## src/rtl/serial_arith_pkg.sv

```systemverilog
// Shared types and helpers for the bit-serial arithmetic blocks (adder/subtractor)
// that hang off the common start/done arithmetic controller.
package serial_arith_pkg;

  typedef enum logic {
    IDLE = 1'b0,
    RUN  = 1'b1
  } ser_state_t;

  // Bit counter width: one extra bit beyond $clog2 so WIDTH itself is representable.
  function automatic int cnt_w(input int width);
    return $clog2(width) + 1;
  endfunction

endpackage

```

## src/rtl/serial_full_subtractor.sv

```systemverilog
// One-bit full subtractor cell: d = a - b - bin, bout set on underflow of that bit.
module serial_full_subtractor (
  input  logic a,
  input  logic b,
  input  logic bin,
  output logic d,
  output logic bout
);

  assign d    = a ^ b ^ bin;
  assign bout = (~a & b) | (~(a ^ b) & bin);

endmodule

```

## src/rtl/serial_subtractor.sv

```systemverilog
// Bit-serial LSB-first subtractor: diff = a - b over WIDTH clocks with one borrow FF,
// parallel operand capture on start and a one-cycle done pulse with held results.
module serial_subtractor
  import serial_arith_pkg::*;
#(
  parameter int WIDTH = 4
) (
  input  logic             clk,
  input  logic             rst_n,
  input  logic             start,
  input  logic [WIDTH-1:0] a,
  input  logic [WIDTH-1:0] b,
  output logic             busy,
  output logic             done,
  output logic [WIDTH-1:0] diff,
  output logic             borrow
);

  localparam int CW = cnt_w(WIDTH);
  localparam logic [CW-1:0] LAST_BIT = CW'(WIDTH - 1);

  ser_state_t       state;
  logic [WIDTH-1:0] a_sh;
  logic [WIDTH-1:0] b_sh;
  logic [WIDTH-1:0] d_sh;
  logic [CW-1:0]    cnt;
  logic             br;

  logic             cell_d;
  logic             cell_bout;
  logic [WIDTH-1:0] d_sh_next;

  serial_full_subtractor u_cell (
    .a    (a_sh[0]),
    .b    (b_sh[0]),
    .bin  (br),
    .d    (cell_d),
    .bout (cell_bout)
  );

  // The current result bit enters at the MSB so that after WIDTH steps bit 0 sits at LSB.
  assign d_sh_next = {cell_d, d_sh[WIDTH-1:1]};

  always_ff @(posedge clk or negedge rst_n) begin
    if (!rst_n) begin
      state  <= IDLE;
      busy   <= 1'b0;
      done   <= 1'b0;
      diff   <= '0;
      borrow <= 1'b0;
      a_sh   <= '0;
      b_sh   <= '0;
      d_sh   <= '0;
      cnt    <= '0;
      br     <= 1'b0;
    end else begin
      done <= 1'b0;
      unique case (state)
        IDLE: begin
          if (start) begin
            a_sh  <= a;
            b_sh  <= b;
            d_sh  <= '0;
            br    <= 1'b0;
            cnt   <= '0;
            busy  <= 1'b1;
            state <= RUN;
          end
        end
        RUN: begin
          a_sh <= a_sh >> 1;
          b_sh <= b_sh >> 1;
          d_sh <= d_sh_next;
          br   <= cell_bout;
          cnt  <= cnt + 1'b1;
          // Final bit: publish the parallel result and drop back so start can be taken next cycle.
          if (cnt == LAST_BIT) begin
            diff   <= d_sh_next;
            borrow <= cell_bout;
            done   <= 1'b1;
            busy   <= 1'b0;
            state  <= IDLE;
          end
        end
        default: state <= IDLE;
      endcase
    end
  end

endmodule

```

## config.mk

```make
export PLATFORM = sky130hd
export DESIGN_NAME = serial_subtractor
export DESIGN_NICKNAME = d
export VERILOG_FILES = /design/src/rtl/serial_arith_pkg.sv /design/src/rtl/serial_full_subtractor.sv /design/src/rtl/serial_subtractor.sv
export SDC_FILE = /design/constraint.sdc
export NUM_CORES = 1
export LEC_CHECK = 0
export CAP_MARGIN = 20
export CORE_ASPECT_RATIO = 1.2
export CORE_MARGIN = 8
export CORE_UTILIZATION = 45
export CTS_BUF_LIST = sky130_fd_sc_hd__clkbuf_4 sky130_fd_sc_hd__clkbuf_8 sky130_fd_sc_hd__clkbuf_16
export DETAILED_ROUTE_END_ITERATION = 7
export HOLD_SLACK_MARGIN = 0.05
export PLACE_DENSITY_LB_ADDON = 0.12
export SLEW_MARGIN = 20
export SYNTH_ARGS = -nofsm -noshare
export SYNTH_HDL_FRONTEND = slang
export SYNTH_SLANG_ARGS = --single-unit
export TNS_END_PERCENT = 5
```

## constraint.sdc

```tcl
create_clock -name clk -period 1.5 [get_ports clk]
set_clock_uncertainty 0.1 [all_clocks]
set_input_delay 0.375 -clock clk [delete_from_list [all_inputs] [get_ports clk]]
set_output_delay 0.375 -clock clk [all_outputs]
set_load 0.02 [all_outputs]
```

# --- Word-level counts from Yosys, hierarchy flattened ---
# Cells that the tools add are included.
op_classes:
  addsub: 1
  n_eq_ne: 3
  n_mux: 18
  n_bitwise: 8
  reduce_logical: 2
op_table:
  columns: ["cell", "n"]
  rows:
  - ["$pmux 4 s2", 3]
  - ["$mux 4", 3]
  - ["$mux 1", 7]
  - ["$pmux 1 s2", 3]
  - ["$pmux 3 s2", 1]
  - ["$reduce_and 2->1", 2]
  - ["$add 3x1->3 const B", 1]
  - ["$eq 3x2->1 const B", 1]
  - ["$mux 3", 1]
  - ["$not 1->1", 3]
  - ["$and 1x1->1", 2]
  - ["$ne 2x1->1 const B", 1]
  - ["$ne 2x2->1 const B", 1]
  - ["$xor 1x1->1", 2]
  - ["$or 1x1->1", 1]
totals:
  reg_bits: 24
  inputBits: 11
  output_inout_bits: 7

# --- Longest topological paths before layout ---
logic_depth:
  depth_word: 5
  mapped_depth: 4

# --- Cells and area by module ---
# From an unflattened synthesis, not the netlist that was laid out.
unflattened:
  hier_cells: 77
  area_unflattened_um2: 1021.0
modules_own_cells:
  columns: ["mod", "instances", "cells_each", "area_per_inst_um2", "seq_area_each_um2"]
  rows:
  - ["serial_subtractor", 1, 73, 989.7, 575.6]
  - ["serial_full_subtractor", 1, 4, 31.3, 0.0]

# --- Least setup slack after synthesis ---
# OpenSTA, ideal clock, no wires.
synth_path:
  kind: "reg-to-reg"
  startpoint: "reg cnt[0]"
  endpoint: "reg borrow"
  setup_time_ps: 125
  arrival_time_ps: 1217
  path_slack_ps: 58
  stages_incl_launch_ff: 5
  path_buffers: 0
  synth_period_minus_slack_ps: 1442
  cell_sequence: "dfrtp_1 -> ha_1 -> ha_1 -> nand2_2 -> mux2_2"
synth_between:
  elab_chain_cells: 2
synth_lines:
  columns: ["item", "line", "rtl"]
  rows:
  - ["start, declared", "serial_subtractor.sv:26", "logic [CW-1:0] cnt;"]
  - ["start signal, assigned", "serial_subtractor.sv:75", "cnt <= cnt + 1'b1;"]
  - ["$eq 3x2->1", "serial_subtractor.sv:77", "if (cnt == LAST_BIT) begin"]
  - ["$reduce_and 2->1 (no source line)", null, null]
  - ["end signal, assigned", "serial_subtractor.sv:79", "borrow <= cell_bout;"]
  - ["end, declared", "serial_subtractor.sv:16", "output logic borrow"]
# Every way passes these cells.
# A chain may end at the register's enable or synchronous reset.

# --- Worst setup path in the final report ---
layout_path:
  startpoint: "reg diff[0]"
  endpoint: "out diff[0]"
layout_rtl:
  columns: ["item", "line", "rtl"]
  rows:
  - ["start, declared", "serial_subtractor.sv:15", "output logic [WIDTH-1:0] diff,"]
  - ["start signal, assigned", "serial_subtractor.sv:78", "diff <= d_sh_next;"]
# No word-level cell between the ends.

==> flow_summary.yaml <==
detailed_routing:
  viasPerCell: 4.83
  ant_nets: 0
  drt_pass1_iterations: 4
  totalWireLength_mm: 1.65
  vias: 623
  drt_iter0_drc: 31
  route.detailed.drc: 0
  wl_per_cell_um: 12.8
worst_setup_path:
  worst-r2r-cell-count: 4
  cp_slowest_cell: "dfrtp_1"
  worstSetupEndpointType: "output port"
  r2r_slack_ns: 0.09
  r2r_end: "diff[2]"
  path_max_fanout: 2
  cp_top_family: "flip-flops"
  worstSetupStartpoint: "diff[0]"
  required_ns: 1.02
  cp_slowest_stage_delay_ns: 0.39
  critPathKind: "flop to output port"
  r2r_start: "cnt[1]"
  path_buf_inv: 1
  crit_path_start_kind: "flop"
  worstPathArrival_ns: 0.98
  crit_chain: "clkdlybuf4s15_1"
logic_synthesis:
  synth.avg_cell_area_um2: 12.5
  ys_seq_area_frac: 0.588
  synth_cell_type_count: 15
  synth_mux_area_frac: 0.161
  ys_ff_latch: 23
  synth_cells: 78
  syn-cell-area_um2: 978
  ys.warnings.count: 0
  synth_top_family_by_area: "multiplexers"
  synthSimpleGateAreaFrac: 0.0473
  synth_top_area_frac: 0.588
  synth_top_area_cell: "dfrtp_1"
  synth_xor_area_frac: 0
  synth_fa_ha_area_frac: 0.0588
  syn_nets: 93
  synth_compound_area_frac: 0.0908
  synth.area.top_cells: "dfrtp_1 59%, mux2i_1 9.2%, mux2_2 6.9%"
floorplan:
  initial_utilization: 0.477
  die_w_um: 58.6
  core_um2: 2050
  die-height_um: 67.1
  ios: 18
  die_area_um2: 3930
  rows: 18
power:
  ir_drop_mv: 1.06
  p_leak_nw: 0.603
  power_density_nw_per_um2: 1900
finish:
  final_common_cell: "dfrtp_1"
  drive_above_1_share: 0.232
  area_growth_pct: 25.6
  antennaDiodeCount: 0
  final_util: 0.600
  nNetsFinal: 115
  final_area_um2: 1230
  final_cell_mix: "23 x dfrtp_1, 10 x clkdlybuf4s50_1, 9 x mux2i_1"
  fillerInstances: 178
timing:
  finalHoldViolCount: 0
  drv_slew: 0
  rsz0062_at_grt: "false"
  holdWs_ns: 0.298
  fmaxAchievable_mhz: 686
  finalSetupViolCount: 0
  relSlewSlack: 0.762
  min_period_ns: 1.46
  tightest_slew_ns: 0.358
  finalCritPeriodShare: 0.972
clock_tree:
  insertion_delay_ns: 0.31
  cts_sinks: 23
  numCtsBuffers: 3
  htreeDepth: 1
  tritoncts: "done"
  cts_root_buffer: "clkbuf_4"
  max-clock-path-buffers: 2
  clk_pin_slew_ns: 0.12
worst_hold_path:
  hp-class: "input pin to asynchronous set/reset pin"
global_route:
  antenna_found_initial: 0
  grt_pass1_wl_mm: 2.97
  grt_use_total: 0.0977
  grt_pass1_vias: 674
  grt_max_degree: 24
  gr-total-overflow: 0
placement:
  io_buffers: 17
  gp_congestion: 0.696
  placedInstanceArea_um2: 1210
  dp_hpwl_mm: 1.20
status:
  status: "finished, final reports clean"
job:
  drv_cap: 0
timing repair:
action / CTS / global route
hold buffers: 0 / 0
resized for setup: 16 / 8
endpoints found under the setup margin: 12 / 11
setup buffers: 0 / 0
cloned: 0 / 0
worst max-delay path by stage:
stage,end,cells past startpoint
2_1_floorplan,borrow,4
3_3_place_gp,a_sh[1],4
3_5_place_dp,b_sh[2],4
4_1_cts,diff[2],1
5_1_grt,diff[0],1
6_report,diff[0],1
cells by family after synthesis:
kind of cell               Yosys count
AOI/OAI and AO/OA                   13
adders and majority gates            4
buffers and inverters               12
DFF                                 23
muxes                               15
and+or+nand+nor                     11
layer usage:
| layer | wire length [um] | global-route usage |
|---|---|---|
| met1 | 758 | 0.110 |
| met2 | 780 | 0.163 |
| met3 | 84 | 0.0250 |
| met4 | 27 | 0.0552 |
| met5 | 0 | 0 |
synth_stat cells:
cell type,n
nand2_2,1
nand2_1,6
buf_4,1
a22o_1,6
inv_1,8
dfrtp_1,23
mux2i_1,9
nor2_2,1
fa_1,1
o22ai_1,1
buf_2,3
ha_1,3
mux2_2,6
o21ai_1,6
nor2_1,3
per-stage QoR:
stage               total power [W]  setup TNS, ns  cells  setup WS, ns
CTS                         0.00237              0    129        0.0146
global placement            0.00206         -0.915    125        -0.109
detailed placement          0.00211          -1.31    125        -0.151
floorplan                   0.00174              0     78        0.0578
global route                0.00255              0    129       0.00105
finish                      0.00233              0    129        0.0425
power by group:
part	switching, W	internal (W)
Clock	0.000181	0.0000996
Sequential	0.000177	0.000886
Combinational	0.000476	0.000513
cell type report:
type	instances	area (um2)	area share
Sequential cell	23	576	0.468
Multi-Input combinational cell	43	370	0.301
Timing Repair Buffer	21	188	0.153
Tap cell	30	37.5	0.0305
Inverter	8	30.0	0.0244
Clock buffer	3	22.5	0.0183
Clock inverter	1	5.00	0.00407
state kept, by name, summed over array words and instances (netlist names):
signal	count
d_sh	3
diff	4
br	1
done	1
b_sh	4
borrow	1
a_sh	4
state	1
busy	1
cnt	3
Note: power is estimated with default switching activity, not from simulation.
